File: src/rtl/bp_perf_monitor.sv
// bp_perf_monitor
//   Compares NUM_CH branch predictors over the same instruction stream. It
//   keeps saturating totals for fetched instructions, resolved branches and
//   per-channel mispredictions. When a nonzero window length L is latched at
//   the start of a run, it also snapshots the per-window branch and miss
//   counts every L enabled cycles into a small FIFO.
// Ports
//   clk_i, rst_i        : clock and synchronous active-high reset
//   en_i, clear_i       : counting enable (IDLE/RUN FSM) and counter clear
//   instr_vld_i         : one instruction fetched this cycle
//   br_instr_i          : one resolved branch this cycle
//   br_miss_i           : per-channel misprediction; counted only with a branch
//   win_len_i           : window length in enabled cycles (0 = no windowing)
//   instr_cnt_o         : total instructions
//   br_cnt_o            : total branches
//   miss_cnt_o          : total misses per channel, packed CNT_WIDTH per channel
//   snap_valid_o        : snapshot FIFO head is valid
//   snap_ready_i        : consumer pops the head
//   snap_br_o           : head snapshot branch count
//   snap_miss_o         : head snapshot per-channel miss counts
//   drop_cnt_o          : snapshots lost to a full FIFO (saturates at 255)
//   sat_o               : sticky flag, some counter reached all-ones
module bp_perf_monitor #(
  parameter int NUM_CH     = 4,
  parameter int CNT_WIDTH  = 32,
  parameter int WIN_WIDTH  = 16,
  parameter int FIFO_DEPTH = 4
) (
  input  logic                        clk_i,
  input  logic                        rst_i,
  input  logic                        en_i,
  input  logic                        clear_i,
  input  logic                        instr_vld_i,
  input  logic                        br_instr_i,
  input  logic [NUM_CH-1:0]           br_miss_i,
  input  logic [WIN_WIDTH-1:0]        win_len_i,
  output logic [CNT_WIDTH-1:0]        instr_cnt_o,
  output logic [CNT_WIDTH-1:0]        br_cnt_o,
  output logic [NUM_CH*CNT_WIDTH-1:0] miss_cnt_o,
  output logic                        snap_valid_o,
  input  logic                        snap_ready_i,
  output logic [CNT_WIDTH-1:0]        snap_br_o,
  output logic [NUM_CH*CNT_WIDTH-1:0] snap_miss_o,
  output logic [7:0]                  drop_cnt_o,
  output logic                        sat_o
);

  localparam int                   PTR_W    = $clog2(FIFO_DEPTH);
  localparam logic [PTR_W:0]       FULL_LVL = (PTR_W+1)'(FIFO_DEPTH);
  localparam logic [CNT_WIDTH-1:0] CNT_MAX  = {CNT_WIDTH{1'b1}};
  localparam logic [0:0]           IDLE     = 1'b0;
  localparam logic [0:0]           RUN      = 1'b1;

  function automatic logic [CNT_WIDTH-1:0] sat_inc(input logic [CNT_WIDTH-1:0] val,
                                                   input logic ev);
    return (ev && (val != CNT_MAX)) ? val + 1'b1 : val;
  endfunction

  logic [0:0]                  state_reg, state_next;
  logic [WIN_WIDTH-1:0]        win_len_reg, win_len_eff, cyc_reg;
  logic                        count_en, win_on, win_last, acc_clr, br_ev;
  logic [NUM_CH-1:0]           sat_ch;
  logic [CNT_WIDTH-1:0]        instr_cnt_reg, instr_cnt_next;
  logic [CNT_WIDTH-1:0]        br_cnt_reg, br_cnt_next;
  logic [CNT_WIDTH-1:0]        acc_br_reg, acc_br_sum;
  logic [NUM_CH*CNT_WIDTH-1:0] snap_miss_in;
  logic [7:0]                  drop_reg, drop_next;
  logic                        sat_reg, sat_hit;

  logic [CNT_WIDTH-1:0]        mem_br [FIFO_DEPTH];
  logic [NUM_CH*CNT_WIDTH-1:0] mem_miss [FIFO_DEPTH];
  logic [PTR_W-1:0]            rd_ptr_reg, wr_ptr_reg;
  logic [PTR_W:0]              fill_reg;
  logic                        fifo_full, pop, push_req, push_ok;

  // FSM: the cycle that raises en_i already counts, so the effective enable
  // is simply en_i (clear_i suppresses that cycle's events).
  always_comb begin
    state_next = state_reg;
    case (state_reg)
      IDLE:    if (en_i)  state_next = RUN;
      default: if (!en_i) state_next = IDLE;
    endcase
  end

  assign count_en = en_i && !clear_i;
  assign br_ev    = count_en && br_instr_i;

  // In IDLE the length being latched this cycle already governs the first window.
  assign win_len_eff = (state_reg == IDLE) ? win_len_i : win_len_reg;
  assign win_on      = (win_len_eff != '0);
  assign win_last    = count_en && win_on && (cyc_reg == win_len_eff - 1'b1);
  // Accumulators restart after a push, and are discarded when en_i drops.
  assign acc_clr     = !count_en || !win_on || win_last;

  assign instr_cnt_next = sat_inc(instr_cnt_reg, count_en && instr_vld_i);
  assign br_cnt_next    = sat_inc(br_cnt_reg, br_ev);
  assign acc_br_sum     = sat_inc(acc_br_reg, br_ev);

  genvar gi;
  generate
    for (gi = 0; gi < NUM_CH; gi++) begin : g_ch
      logic                 miss_ev;
      logic [CNT_WIDTH-1:0] miss_cnt_reg, miss_cnt_next, acc_miss_reg, acc_miss_sum;

      assign miss_ev       = br_ev && br_miss_i[gi];
      assign miss_cnt_next = sat_inc(miss_cnt_reg, miss_ev);
      assign acc_miss_sum  = sat_inc(acc_miss_reg, miss_ev);
      assign sat_ch[gi]    = (miss_cnt_next == CNT_MAX) ||
                             (count_en && win_on && (acc_miss_sum == CNT_MAX));
      assign snap_miss_in[gi*CNT_WIDTH +: CNT_WIDTH] = acc_miss_sum;
      assign miss_cnt_o[gi*CNT_WIDTH +: CNT_WIDTH]   = miss_cnt_reg;

      always_ff @(posedge clk_i) begin
        if (rst_i || clear_i) begin
          miss_cnt_reg <= '0;
          acc_miss_reg <= '0;
        end else begin
          miss_cnt_reg <= miss_cnt_next;
          acc_miss_reg <= acc_clr ? '0 : acc_miss_sum;
        end
      end
    end
  endgenerate

  // Snapshot FIFO: a push into a full FIFO is still accepted if the head is
  // popped in the same cycle (the write lands in the slot being vacated).
  assign pop       = snap_valid_o && snap_ready_i;
  assign fifo_full = (fill_reg == FULL_LVL);
  assign push_req  = win_last;
  assign push_ok   = push_req && (!fifo_full || pop);
  assign drop_next = (push_req && !push_ok && (drop_reg != 8'hFF)) ? drop_reg + 1'b1 : drop_reg;

  assign sat_hit = (instr_cnt_next == CNT_MAX) || (br_cnt_next == CNT_MAX) ||
                   (count_en && win_on && (acc_br_sum == CNT_MAX)) ||
                   (|sat_ch) || (drop_next == 8'hFF);

  always_ff @(posedge clk_i) begin
    if (rst_i) begin
      state_reg   <= IDLE;
      win_len_reg <= '0;
    end else begin
      state_reg <= state_next;
      if ((state_reg == IDLE) && en_i) win_len_reg <= win_len_i;
    end
  end

  always_ff @(posedge clk_i) begin
    if (rst_i || clear_i) begin
      instr_cnt_reg <= '0;
      br_cnt_reg    <= '0;
      acc_br_reg    <= '0;
      cyc_reg       <= '0;
      drop_reg      <= '0;
      sat_reg       <= 1'b0;
    end else begin
      instr_cnt_reg <= instr_cnt_next;
      br_cnt_reg    <= br_cnt_next;
      acc_br_reg    <= acc_clr ? '0 : acc_br_sum;
      cyc_reg       <= acc_clr ? '0 : cyc_reg + 1'b1;
      drop_reg      <= drop_next;
      sat_reg       <= sat_reg || sat_hit;
    end
  end

  always_ff @(posedge clk_i) begin
    if (rst_i) begin
      rd_ptr_reg <= '0;
      wr_ptr_reg <= '0;
      fill_reg   <= '0;
      for (int i = 0; i < FIFO_DEPTH; i++) begin
        mem_br[i]   <= '0;
        mem_miss[i] <= '0;
      end
    end else begin
      if (push_ok) begin
        mem_br[wr_ptr_reg]   <= acc_br_sum;
        mem_miss[wr_ptr_reg] <= snap_miss_in;
        wr_ptr_reg           <= wr_ptr_reg + 1'b1;
      end
      if (pop) rd_ptr_reg <= rd_ptr_reg + 1'b1;
      case ({push_ok, pop})
        2'b10:   fill_reg <= fill_reg + 1'b1;
        2'b01:   fill_reg <= fill_reg - 1'b1;
        default: fill_reg <= fill_reg;
      endcase
    end
  end

  assign instr_cnt_o  = instr_cnt_reg;
  assign br_cnt_o     = br_cnt_reg;
  assign drop_cnt_o   = drop_reg;
  assign sat_o        = sat_reg;
  assign snap_valid_o = (fill_reg != '0);
  assign snap_br_o    = mem_br[rd_ptr_reg];
  assign snap_miss_o  = mem_miss[rd_ptr_reg];

endmodule

File: config.mk
export PLATFORM = sky130hd
export DESIGN_NAME = bp_perf_monitor
export DESIGN_NICKNAME = d
export VERILOG_FILES = /design/src/rtl/bp_perf_monitor.sv
export SDC_FILE = /design/constraint.sdc
export NUM_CORES = 2
export LEC_CHECK = 0
export CAP_MARGIN = 10
export CORE_AREA = 4 4 311 313
export CTS_BUF_LIST = sky130_fd_sc_hd__clkbuf_16
export CTS_CLUSTER_DIAMETER = 100
export DETAILED_ROUTE_END_ITERATION = 8
export DIE_AREA = 0 0 315 317
export PLACE_DENSITY = 0.76
export SLEW_MARGIN = 40
export SYNTH_ARGS = -nofsm -noshare
export SYNTH_HDL_FRONTEND = slang
export SYNTH_SLANG_ARGS = --single-unit
export TNS_END_PERCENT = 100
File: constraint.sdc
create_clock -name clk_i -period 13.1 [get_ports clk_i]
set_input_delay 2.62 -clock clk_i [delete_from_list [all_inputs] [get_ports clk_i]]
set_output_delay 2.62 -clock clk_i [all_outputs]
set_load 0.1 [all_outputs]
; ---- Yosys cells after proc, flatten, opt, wreduce, memory -nomap -nowiden
; Memories as Yosys holds them, arrays and structs flattened. A register that Yosys moved wholly into a read port is not among the register bits.
; Cells that the tools add are included.
[op_classes]
n_addsub = 18
multipliers = 0
n_div = 0
n_lt_le_gt_ge = 0
eq_ne = 28
n_shift = 0
n_mux = 30
n_bitwise = 1
reduce_logical = 55
[ops]
columns = cell, n
row1 = $mux 32, 12
row2 = $add 32x1->32 const B, 11
row3 = $eq 32x32->1 const B, 11
row4 = $ne 32x32->1 const B, 11
row5 = $mux 128, 1
row6 = $reduce_or 128->1, 1
row7 = $reduce_or 32->1, 1
row8 = $logic_and 1x1->1, 30
row9 = $add 16x1->16 const B, 1
row10 = $eq 16x16->1, 1
row11 = $mux 16, 1
row12 = $reduce_bool 16->1, 1
row13 = $sub 16x1->16 const B, 1
row14 = $logic_or 1x1->1, 13
row15 = $mux 2, 6
row16 = $add 8x1->8 const B, 1
row17 = $eq 8x8->1 const B, 1
row18 = $mux 1, 8
row19 = $mux 8, 1
row20 = $ne 8x8->1 const B, 1
row21 = $pmux 3 s2, 1
row22 = $logic_not 1->1, 5
row23 = $add 2x1->2 const B, 2
row24 = $reduce_or 4->1, 1
row25 = other kinds (9), 9
[totals]
regBits = 401
latch_bits = 0
ram_bits = 640
mem_bits_ro = 0
in_bits = 27
output_inout_bits = 362
wordCells = 153
memories = 2
[mem_list]
columns = memory, depth, word_bits, rd, rd_ports_with_merged_regs, wr, line_no
row1 = mem_miss, 4, 128, 1, 1, 4, 71  ; logic [NUM_CH*CNT_WIDTH-1:0] mem_miss [FIFO_DEPTH];
row2 = mem_br, 4, 32, 1, 1, 4, 70  ; logic [CNT_WIDTH-1:0] mem_br [FIFO_DEPTH];

; ---- Logic depth before layout (Yosys ltp)
[logic_depth]
ltp_word = 13
depth_mapped = 16
ltp_nobuf = 13

; ---- Least setup slack after synthesis
; No wires, ideal clock.
[synth_path]
path_kind = input port to flip-flop
from = input win_len_i[0]
to = memory mem_br[2][0] (enable)
setup_ns = 0.713
t_arrival_ns = 11.859
required_time_ns = 12.387
slack_ns = 0.528
stages = 8
path_buffers = 0
path_cell_list = nor4_1 -> a22oi_1 -> nor4_1 -> xnor2_1 -> nand4b_1 -> nor4_4 -> nand2b_1 -> o21bai_1
[synth_lines]
columns = item, line_no
row1 = from (decl), 36  ; input logic [WIN_WIDTH-1:0] win_len_i,
row2 = to (decl), 70

==> results summary <==
The number of setup buffers added after CTS is 0. The routability-driven placement congestion ratio is 0.9310. The count of final max-slew check failures is 0. The row count came out at 113. The first global-routing pass estimated 205500 um of wire.

The average cell area after synthesis is 10.90 um2. The DRC violation count after routing came out at 0. The count of flip-flops with a built-in enable after synthesis came out at 640.

The TritonCTS buffer count came out at 106. The clock net sink count came out at 1043. The total area of sequential cells came out at 0.02729 mm2. The combined area of all synthesized cells is 0.04940 mm2. For this run the aggregate overflow at the end of global routing stands at 0. The number of flip-flops under the largest register name is 512. IR analysis of the VDD net gives a maximum drop of 110.6 uV. The count of vias placed by the detailed router is 37090.

Entering global routing, the biggest net connects 200 pins. The first TritonRoute pass finished after 6 iterations. In this run the worst setup path terminates at mem_miss[0][114]. The post-layout instance count excluding filler cells came out at 6173. The delay of the slowest critical-path stage is 0.67 ns. The run finished with clean final reports. In the final design database the tool counted 4857 nets. Leaving out fill and tap cells, the most frequent cell in the layout is sky130_fd_sc_hd__nor2_1. The width of the die is 315 um. The port buffer count came out at 388. The synthesized net count is 4573. The total power density per cell area is 146.3 mW/mm2.

The slack of the critical path came out at 5.508 ns. Walking the worst path, the cells encountered are clkdlybuf4s50_1, nor4_1, a22oi_1, nor4_1, xnor2_1, nand4b_1, nor4_4, nand2_8, or3_4, nand2b_4, buf_12. The critical path is of the in -> reg type. The summed negative setup slack over all endpoints came out at 0 ns. After clock tree synthesis, the clock-pin slew on the worst setup and hold paths is 0.06 ns. Setup slack on the worst reg-to-reg path comes out at 7.25 ns.

The share of the Yosys chip area taken by registers is 55.23%. The via count of the first global-routing pass came out at 35760. Setup repair after global routing left no endpoint under its margin. The count of buffer and inverter cells on the critical path came out at 2.

The post-route antenna net violation count is 0. The overall fraction of global-route tracks in use is 25.96%. The final-report hold violation count is 0.

The type of element launching the critical path is a primary input. The cell sitting at the root of the clock tree is a sky130_fd_sc_hd__clkbuf_16. STA classifies the critical path endpoint as a flop. Once the clock tree was built, the resizer swapped 0 gates to a different size. The HPWL reported at the end of detailed placement came out at 87000 um. Along the worst path, the maximum fanout reaches 113. For the finished layout, the period the worst path requires is 7.592 ns. Among all flip-flop cells after synthesis, the most frequent one is sky130_fd_sc_hd__edfxtp_1. The required time of the worst setup path came out at 13.40 ns. The worst hold path belongs to the class reg -> reg. The cell family contributing the most delay on the critical path is simple AND/OR/NAND/NOR gates. The fraction of synthesis flops using an asynchronous set or reset pin came out at 0%.

The path length in cells of the critical path came out at 11. The wire length per cell came out at 21.24 um. The synthesized netlist cell count came out at 4531.

The cell count of the worst hold path is 2. Tracing the worst setup path back leads to its startpoint at win_len_i[0]. Hold repair after CTS inserted 0 buffers.

The count of max-cap constraint violations came out at 0. The data arrival time at the worst-slack endpoint is 7.89 ns. The fill cell instance count of the final layout is 7638.

Based on the critical path, the design can be clocked at up to 131.7 MHz. The flip-flop and latch count after synthesis came out at 1043. The detailed-route vias per instance is 6.009. In this run the count of I/O pins placed on the die edge is 389. The total area inside the core boundary comes to 0.09430 mm2.

The H-tree was split into 3 levels. In the layout the commonest cells are sky130_fd_sc_hd__nor2_1 (781), sky130_fd_sc_hd__edfxtp_1 (640), sky130_fd_sc_hd__dfxtp_1 (401), sky130_fd_sc_hd__buf_2 (362), sky130_fd_sc_hd__nor3_1 (339). In this run the critical register-to-register path is launched from state_reg. Setup violations remaining at the end of the flow were counted as 0. The clock tree from TritonCTS is built.

After the first detailed-routing iteration, the DRC count stood at 3752. The multi-input combinational cells in the finished layout cover a total of 0.02083 mm2. The logic depth of the worst register-to-register path came out at 11. The leakage component of the power came out at 17.98 nW. The final cycle utilization of the critical path came out at 57.95%.

The final core area utilization is 59.61%. Counting stages on the worst path, the most repeated cell is sky130_fd_sc_hd__nor4_1. In this run the vertical extent of the chip is 317 um. After synthesis, the netlist uses 89 different library cells. For the pin with the worst max-slew slack, the measured transition is 0.8582 ns. The clock insertion delay at the later pin of the skew report is 0.69 ns.

The number of placed instances with taps included came out at 5970. The setup slack at placement is 4.529 ns. The worst-case clock buffer depth is 3. The total power after layout is 8.223 mW. The detailed-route wire length came out at 131100 um. On the final layout, the worst clock skew is 0.02721 ns. The worst slew margin relative to its limit came out at 42.38%. The fraction of layout instances using a drive strength above 1 is 18.92%. The critical-path cell with the highest stage delay is sky130_fd_sc_hd__or3_4. The initial core utilization came out at 52.38%. Yosys printed 0 warnings. The area enclosed by the die boundary is 0.09986 mm2. The number of antenna violations at the first check in global routing was 4.

The destination of the worst register-to-register timing path is mem_miss[0][114]. Counting flops per register, the top entry is mem_miss. The layout overhead on the synthesized area is 13.79%.
==> how the worst min path moves through the flow <==
stage / start / end / slack, ns
after floorplan: win_len_reg[12] / win_len_reg[12] / 0.43
after global placement: win_len_reg[12] / win_len_reg[12] / 0.45
after detailed placement: win_len_reg[12] / win_len_reg[12] / 0.44
after CTS: win_len_reg[12] / win_len_reg[12] / 0.48
after global routing: win_len_reg[12] / win_len_reg[12] / 0.50
final: win_len_reg[12] / win_len_reg[12] / 0.47
==> metal layers <==
metal  vias up  global-route usage (%)  share of wire [%]
met4         4                   9.107                3.0
met2      1481                   42.98                 49
met5         -                       0              0.016
li1      17260                       -                  -
met3       218                   4.738                7.6
met1     18130                   34.63                 41
==> stage by stage <==
step,cell area (um2),hold slack (ns)
3_3_place_gp,54250,0.4461
3_5_place_dp,52620,0.4449
6_report,56210,0.4739
2_1_floorplan,49400,0.4329
4_1_cts,56080,0.4765
5_1_grt,56210,0.4953
==> final cells by class <==
| class | instances | area share [%] |
|---|---|---|
| tap | 1265 | 2.816 |
| sequential | 1043 | 48.55 |
| multi-input combinational | 3128 | 37.06 |
| antenna | 2 | 0.008903 |
| inverter | 94 | 0.6277 |
| clock inverter | 90 | 1.293 |
| clock buffer | 109 | 4.852 |
| timing repair buffer | 442 | 4.788 |
==> Yosys cell counts, drive strengths merged (8+ instances only) <==
| master | number | share of area, % |
|---|---|---|
| a2111oi | 10 | 0.18 |
| a211oi | 15 | 0.24 |
| a21boi | 10 | 0.15 |
| a21oi | 68 | 0.69 |
| a31o | 8 | 0.14 |
| a31oi | 27 | 0.34 |
| and2 | 47 | 0.60 |
| and3 | 62 | 0.79 |
| and4 | 47 | 0.83 |
| buf | 44 | 0.57 |
| clkbuf | 222 | 1.7 |
| dfxtp | 403 | 16 |
| edfxtp | 640 | 39 |
| ha | 14 | 0.35 |
| inv | 94 | 0.71 |
| mux2i | 34 | 0.69 |
| mux4 | 160 | 7.3 |
| nand2 | 227 | 1.7 |
| nand2b | 27 | 0.34 |
| nand3 | 185 | 1.9 |
| nand3b | 11 | 0.17 |
| nand4 | 134 | 1.7 |
| nand4b | 20 | 0.37 |
| nor2 | 874 | 7.1 |
| nor2b | 8 | 0.10 |
| nor3 | 345 | 3.5 |
| nor3b | 15 | 0.23 |
| nor4 | 118 | 1.6 |
| nor4b | 13 | 0.27 |
| o211ai | 16 | 0.24 |
| o21a | 10 | 0.15 |
| o21ai | 57 | 0.58 |
| o22ai | 20 | 0.25 |
| o31a | 16 | 0.28 |
| o31ai | 9 | 0.14 |
| or2 | 56 | 0.71 |
| or3 | 30 | 0.38 |
| or4 | 25 | 0.38 |
| xnor2 | 173 | 3.1 |
| xor2 | 145 | 2.6 |
==> cells by family (layout without fill, tap and decap cells) <==
logic type / Yosys count / after routing / synth area share (%)
mux: 199 / 199 / 8.097
buf+inv: 360 / 735 / 2.968
flops: 1043 / 1043 / 55.23
compound gates: 334 / 334 / 4.620
xor+xnor: 318 / 318 / 5.638
other cells: 0 / 2 / 0
fa+ha+maj: 15 / 15 / 0.3951
simple gates: 2262 / 2262 / 23.05
==> worst register-to-register path, cell delays in order, from the launching register on <==
cell and delay (ns):
sky130_fd_sc_hd__dfxtp_1 0.31, sky130_fd_sc_hd__buf_4 0.38, sky130_fd_sc_hd__nor4b_1 0.49, sky130_fd_sc_hd__o21ai_1 0.24, sky130_fd_sc_hd__nor4_1 0.43, sky130_fd_sc_hd__xnor2_1 0.19, sky130_fd_sc_hd__nand4b_1 0.18, sky130_fd_sc_hd__nor4_4 0.65
sky130_fd_sc_hd__nand2_8 0.55, sky130_fd_sc_hd__or3_4 0.71, sky130_fd_sc_hd__nand2b_4 0.63, sky130_fd_sc_hd__buf_12 0.61
==> power breakdown <==
part | internal, mW | switching (mW) | leakage [nW]
sequential | 3.57 | 0.0465 | 9.46
clock | 1.71 | 1.30 | 1.78
combinational | 0.354 | 1.24 | 6.74
Note: power is estimated with default switching activity, not from simulation.
